==> src/rtl/mul_pkg.sv <==
// ============================================================================
// Module      : mul_pkg
// Description : Shared op/state encodings and width default for ex_mul_unit.
// Revision    : 1.0
// ============================================================================
`default_nettype none

package mul_pkg;

  localparam int XLEN_DEFAULT = 32;

  typedef enum logic [1:0] {
    MUL_OP_MUL    = 2'b00,
    MUL_OP_MULH   = 2'b01,
    MUL_OP_MULHSU = 2'b10,
    MUL_OP_MULHU  = 2'b11
  } mul_op_e;

  typedef enum logic [1:0] {
    S_IDLE = 2'd0,
    S_CALC = 2'd1,
    S_SIGN = 2'd2,
    S_DONE = 2'd3
  } mul_state_e;

endpackage

`default_nettype wire

==> src/rtl/ex_mul_unit.sv <==
// ============================================================================
// Module      : ex_mul_unit
// Description : Iterative radix-2 shift-add RV32M multiplier (MUL/MULH/MULHSU/
//               MULHU). Optional MUL_EARLY_TERM_EN stops iterating once the
//               remaining multiplier bits are all zero.
// Revision    : 1.0
// ============================================================================
`default_nettype none

module ex_mul_unit
  import mul_pkg::*;
#(
  parameter int XLEN = XLEN_DEFAULT
) (
  input  logic            clk,
  input  logic            reset,
  input  logic            flush,
  input  logic            start,
  input  logic [1:0]      op,
  input  logic [XLEN-1:0] a,
  input  logic [XLEN-1:0] b,
  input  logic [4:0]      rd_in,
  output logic            busy,
  output logic            done,
  output logic [XLEN-1:0] result,
  output logic [4:0]      rd_out
);

  localparam int CW = $clog2(XLEN);
  localparam logic [CW-1:0]     c_last    = CW'(XLEN - 1);
  localparam logic [CW-1:0]     c_cnt_one = {{(CW-1){1'b0}}, 1'b1};
  localparam logic [XLEN-1:0]   c_one     = {{(XLEN-1){1'b0}}, 1'b1};
  localparam logic [2*XLEN-1:0] c_one_w   = {{(2*XLEN-1){1'b0}}, 1'b1};

  mul_state_e        r_state;
  mul_op_e           r_op;
  logic              r_neg;
  logic [4:0]        r_rd;
  logic [2*XLEN-1:0] r_acc;
  logic [2*XLEN-1:0] r_mcand;
  logic [XLEN-1:0]   r_mplier;
  logic [CW-1:0]     r_cnt;
  logic              r_done;
  logic [XLEN-1:0]   r_result;
  logic [4:0]        r_rd_out;

  logic              w_a_signed;
  logic              w_b_signed;
  logic              w_a_neg;
  logic              w_b_neg;
  logic [XLEN-1:0]   w_a_mag;
  logic [XLEN-1:0]   w_b_mag;
  logic [2*XLEN-1:0] w_sum;
  logic [2*XLEN-1:0] w_final;
  logic              w_last;

  // MUL uses signed magnitudes like MULH; the low word is the same either way.
  assign w_a_signed = (op != MUL_OP_MULHU);
  assign w_b_signed = (op == MUL_OP_MUL) || (op == MUL_OP_MULH);
  assign w_a_neg    = w_a_signed & a[XLEN-1];
  assign w_b_neg    = w_b_signed & b[XLEN-1];
  assign w_a_mag    = w_a_neg ? (~a + c_one) : a;
  assign w_b_mag    = w_b_neg ? (~b + c_one) : b;

  assign w_sum   = r_acc + (r_mplier[0] ? r_mcand : '0);
  assign w_final = r_neg ? (~r_acc + c_one_w) : r_acc;

`ifdef MUL_EARLY_TERM_EN
  // r_mplier holds the multiplier already shifted by the previous iteration.
  assign w_last = (r_cnt == c_last) || (r_mplier == '0);
`else
  assign w_last = (r_cnt == c_last);
`endif

  assign busy   = ((r_state == S_IDLE) && start) ||
                  (r_state == S_CALC) || (r_state == S_SIGN);
  assign done   = r_done;
  assign result = r_result;
  assign rd_out = r_rd_out;

  always_ff @(posedge clk) begin
    if (reset) begin
      r_state  <= S_IDLE;
      r_op     <= MUL_OP_MUL;
      r_neg    <= 1'b0;
      r_rd     <= '0;
      r_acc    <= '0;
      r_mcand  <= '0;
      r_mplier <= '0;
      r_cnt    <= '0;
      r_done   <= 1'b0;
      r_result <= '0;
      r_rd_out <= '0;
    end else if (flush) begin
      r_state <= S_IDLE;
      r_acc   <= '0;
      r_cnt   <= '0;
      r_done  <= 1'b0;
    end else begin
      case (r_state)
        S_IDLE: begin
          r_done <= 1'b0;
          if (start) begin
            r_op     <= mul_op_e'(op);
            r_rd     <= rd_in;
            r_neg    <= w_a_neg ^ w_b_neg;
            r_mcand  <= {{XLEN{1'b0}}, w_a_mag};
            r_mplier <= w_b_mag;
            r_acc    <= '0;
            r_cnt    <= '0;
            r_state  <= S_CALC;
          end
        end
        S_CALC: begin
          r_acc    <= w_sum;
          r_mcand  <= {r_mcand[2*XLEN-2:0], 1'b0};
          r_mplier <= {1'b0, r_mplier[XLEN-1:1]};
          r_cnt    <= r_cnt + c_cnt_one;
          if (w_last) r_state <= S_SIGN;
        end
        S_SIGN: begin
          r_result <= (r_op == MUL_OP_MUL) ? w_final[XLEN-1:0]
                                           : w_final[2*XLEN-1:XLEN];
          r_rd_out <= r_rd;
          r_done   <= 1'b1;
          r_state  <= S_DONE;
        end
        S_DONE: begin
          r_done  <= 1'b0;
          r_state <= S_IDLE;
        end
        default: r_state <= S_IDLE;
      endcase
    end
  end

endmodule

`default_nettype wire

==> config.mk <==
export PLATFORM = sky130hd
export DESIGN_NAME = ex_mul_unit
export DESIGN_NICKNAME = d
export VERILOG_FILES = /design/src/rtl/mul_pkg.sv /design/src/rtl/ex_mul_unit.sv
export SDC_FILE = /design/constraint.sdc
export NUM_CORES = 1
export LEC_CHECK = 0
export CAP_MARGIN = 20
export CORE_UTILIZATION = 48
export DETAILED_ROUTE_END_ITERATION = 10
export PLACE_DENSITY = 0.68
export SYNTH_ARGS = -nofsm -noshare
export SYNTH_HDL_FRONTEND = slang
export SYNTH_SLANG_ARGS = --single-unit
==> constraint.sdc <==
create_clock -name clk -period 5.94 [get_ports clk]
set_clock_uncertainty 0.15 [all_clocks]
set_input_delay 1.188 -clock clk [delete_from_list [all_inputs] [get_ports clk]]
set_output_delay 1.188 -clock clk [all_outputs]
set_load 0.03 [all_outputs]
==> key figures <==
Worst setup path
  – Crit path arrival time: 4.54 ns
  – Most frequent CP cell: sky130_fd_sc_hd__a21oi_1
  – Highest-delay cell along the critical path: sky130_fd_sc_hd__dfxtp_1
  – Number of buffers and inverters on the critical path: 0
  – Type of element launching the critical path: flip-flop
  – Critical path required time: about 6.2 ns
  – CP Capture Type: flip-flop
  – Worst r2r dst: r_acc[56]
  – Internal reg-to-reg setup slack: 1.68 ns
  – Highest cell delay on the worst timing path: ~0.45 ns
  – Top cell family by delay on the critical path: compound AO/OA/AOI/OAI gates
  – Start of the worst register-to-register path: r_mplier[0]
  – CP cell instances: and2_1 -> ha_1 -> fa_1 -> a21oi_1 -> o221ai_1 -> a211oi_1 -> nor3_1 -> a221o_1 -> a21oi_1 -> o31ai_1 -> a41oi_1 -> nor4_1 -> or3_1 -> a32o_1
  – Top fanout value on the critical path: 18
  – Type of the worst setup path: flip-flop to flip-flop
  – Number of cells traversed by the worst register-to-register path: 14

Synthesis
  – Sequential cell area fraction in the yosys report: ~29%
  – EDFF count, synth: 0
  – Most instantiated cells after synthesis: sky130_fd_sc_hd__nand2_1, sky130_fd_sc_hd__dfxtp_1, sky130_fd_sc_hd__a21oi_1
  – Proportion of register bits with asynchronous set or reset after synthesis: 0%
  – Number of cells produced by synthesis: 1988
  – Number of nets in the synthesized netlist: 2136
  – Yosys warning count: 0
  – Distinct cell type count of the synthesized netlist: 73
  – Flip-flop and latch count after synthesis: about 210
  – Top cell type by total area after synthesis: sky130_fd_sc_hd__dfxtp_1
  – Top-area cell type share of the netlist area: 29.0%
  – Post-Syn Area: 0.0147 mm²
  – Synthesized area per cell: 7.41 µm²
  – Top post-synthesis cells by area: sky130_fd_sc_hd__dfxtp_1, sky130_fd_sc_hd__nand2_1, sky130_fd_sc_hd__a21oi_1
  – Dominant cell by count in the synthesized netlist: sky130_fd_sc_hd__nand2_1
  – Top flip-flop cell by instance count after synthesis: sky130_fd_sc_hd__dfxtp_1

Clocking
  – Post-cts resize count: 0
  – Post-CTS Setup Inserts: 0
  – Clock Root Buffer: sky130_fd_sc_hd__clkbuf_16
  – Inserted Clock Buffers: 26
  – H-tree depth reported by CTS: 1
  – Clock tree buffer depth: 3
  – Worst-Skew Late Latency: around 0.54 ns
  – Clock-pin transition on the worst setup and hold timing paths: 0.06 ns
  – Number of buffers inserted by hold repair at cts: 0
  – CTS tree: built
  – Sink count of the clock tree: 213

Timing
  – Portion of the clock cycle consumed by the worst path in the final layout: 71.6%
  – Max transition margin: 27.1%
  – WHS: 0.302 ns
  – Setup repair after global routing missed its margin: false
  – Worst-Margin Slew: 1.09 ns
  – Final hold violation count: 0
  – Number of pins with negative max-slew slack in the final report: 0
  – Min Clock Period, post-route: 4.26 ns
  – Achievable Freq: 235 MHz
  – Post-Route Setup TNS: 0 ns
  – # setup viols final: 0

Final layout
  – Fraction of final layout cells with drive strength greater than 1: 4.37%
  – Total number of nets in the final design: 2166
  – Synth-to-Final Area Change: 15.4%
  – Post-layout utilization of the core: between 50% and 60%
  – Diode count: 0

Placement
  – Port-buffer cells: 113
  – Final weighted congestion of routability-driven global placement: around 0.93
  – Detailed-placement wirelength estimate: between 30000 and 40000 µm

Floorplanning
  – X dimension of the die: 177 µm
  – Number of top-level pins: between 100 and 150
  – Cell Rows: 63
  – Die Area: 0.0314 mm²
  – Chip Height: between 150 and 200 µm
  – Core Box Area: 0.0299 mm²
  – Starting density of the core: 49.3%

Global route
  – Number of antenna violations at the first check in global routing: 0
  – GRT Total Usage: 27.1%
  – Global-route wire length before repair: 68800 µm
  – GRT overflow: 0
  – Vias in the first global route: 13000
  – Maximum number of pins on one net before global-route repair: 89

Route
  – Post-detailed-route count of antenna-violating nets: 0
  – Routed length per placed instance: 17.6 µm
  – Wire length after detailed routing: 42900 µm
  – First-pass DRT Iterations: 5
  – Total vias in the final route: approximately 14000
  – Detailed-route DRC error count: 0
  – Iteration-0 DRC Markers: 1058
  – Vias per cell: 5.91

Hold path
  – Source of the worst hold timing path: r_rd[1]
  – Destination of the worst hold path: rd_out[1]
  – Kind of path behind the tightest hold check: flip-flop to flip-flop
  – WHS Path Cells: 2

Power and ir drop
  – Switching share of total power: 25.8%
  – Switching component of the power: 0.938 mW
  – Gate power share: a little under an eighth
  – Leakage power: roughly 6.7 nW
  – Proportion of power drawn by the clock network: 47.3%
  – Design internal power: around 2.7 mW
  – PD cells: 214 mW/mm²
  – Peak VDD IR: 213 µV
  – Sequential Power Share: 41.2%

Flow run
  – Max Cap Viol: 0

Status
  – Run status: complete, no violations
power groups by stage:
stage | Sequential, mW | Clock [mW] | Combinational, mW
2_1_floorplan | 1.52 | 0 | 0.270
3_3_place_gp | 1.53 | 0 | 0.411
3_5_place_dp | 1.53 | 0 | 0.416
4_1_cts | 1.50 | 1.75 | 0.417
5_1_grt | 1.50 | 1.81 | 0.464
6_report | 1.50 | 1.72 | 0.419
flip-flops by register name, summed over array words and instances (netlist names), 2 cells and up:
register / count
r_acc: 64
r_mcand: 64
r_mplier: 32
result: 32
r_cnt: 5
r_rd: 5
rd_out: 5
r_op: 2
r_state: 2
cells in the final DEF, fill, tap and decap left out, drive strengths merged, types with 15 or more instances in the layout:
cell	instances
xnor2	96
clkbuf	36
and2	70
o211ai	31
a22oi	32
nand4	25
o31ai	19
nand2	321
o21ai	147
nor2	163
buf	16
ha	72
xor2	67
clkdlybuf4s50	112
dfxtp	213
nor3	51
a21oi	197
and3	15
a22o	65
a21o	30
inv	30
nor4	21
nand3	22
worst min-delay path, cell delays in order (launching register included):
cell and delay, ns:
sky130_fd_sc_hd__dfxtp_1 0.31, sky130_fd_sc_hd__nand2_1 0.05, sky130_fd_sc_hd__a21oi_1 0.05
metrics by stage:
| step | cells | setup WS, ns | power, mW | area (µm²) |
|---|---|---|---|---|
| 2_1_floorplan | 1988 | 2.05 | 1.79 | 14700 |
| 3_3_place_gp | 2379 | 1.60 | 1.94 | 16000 |
| 3_5_place_dp | 2379 | 1.60 | 1.94 | 16000 |
| 4_1_cts | 2427 | 1.68 | 3.67 | 17000 |
| 5_1_grt | 2428 | 1.33 | 3.78 | 17000 |
| 6_report | 2428 | 1.68 | 3.64 | 17000 |
kinds of logic after synthesis:
logic type / after synthesis / synth area share [%]
buffers and inverters: 157 / 4.05
multiplexers: 9 / 0.612
XOR/XNOR: 163 / 9.69
AO/OA/AOI/OAI: 617 / 26.7
flip-flops: 213 / 29.0
adder cells (fa/ha/maj): 73 / 6.25
AND/OR/NAND/NOR: 756 / 23.7
layer usage:
metal,up-vias,wire [µm],track usage [%]
li1,7183,-,-
met1,6589,20200,37.7
met2,490,18400,42.3
met3,85,2830,4.08
met4,0,1460,9.77
met5,-,0,0
worst max path at each step:
stage / slack (ns) / cells after the start / startpoint / endpoint
4_1_cts: 1.68 / 14 / r_mplier[0] / r_acc[56]
3_5_place_dp: 1.60 / 8 / start / r_acc[63]
2_1_floorplan: 2.05 / 16 / r_mplier[0] / r_acc[56]
5_1_grt: 1.33 / 14 / r_mplier[0] / r_acc[62]
6_report: 1.68 / 14 / r_mplier[0] / r_acc[56]
3_3_place_gp: 1.60 / 8 / start / r_acc[63]
area by class of cell:
cell class              count  area, µm²
fillers                  2876      12900
multi-input cells        1618       9910
flip-flops and latches    213       4260
repair buffers            128       1270
clock buffers              36        728
well taps                 390        488
clock inverters            12        206
inverters                  31        116
Note: power is estimated with default switching activity, not from simulation.
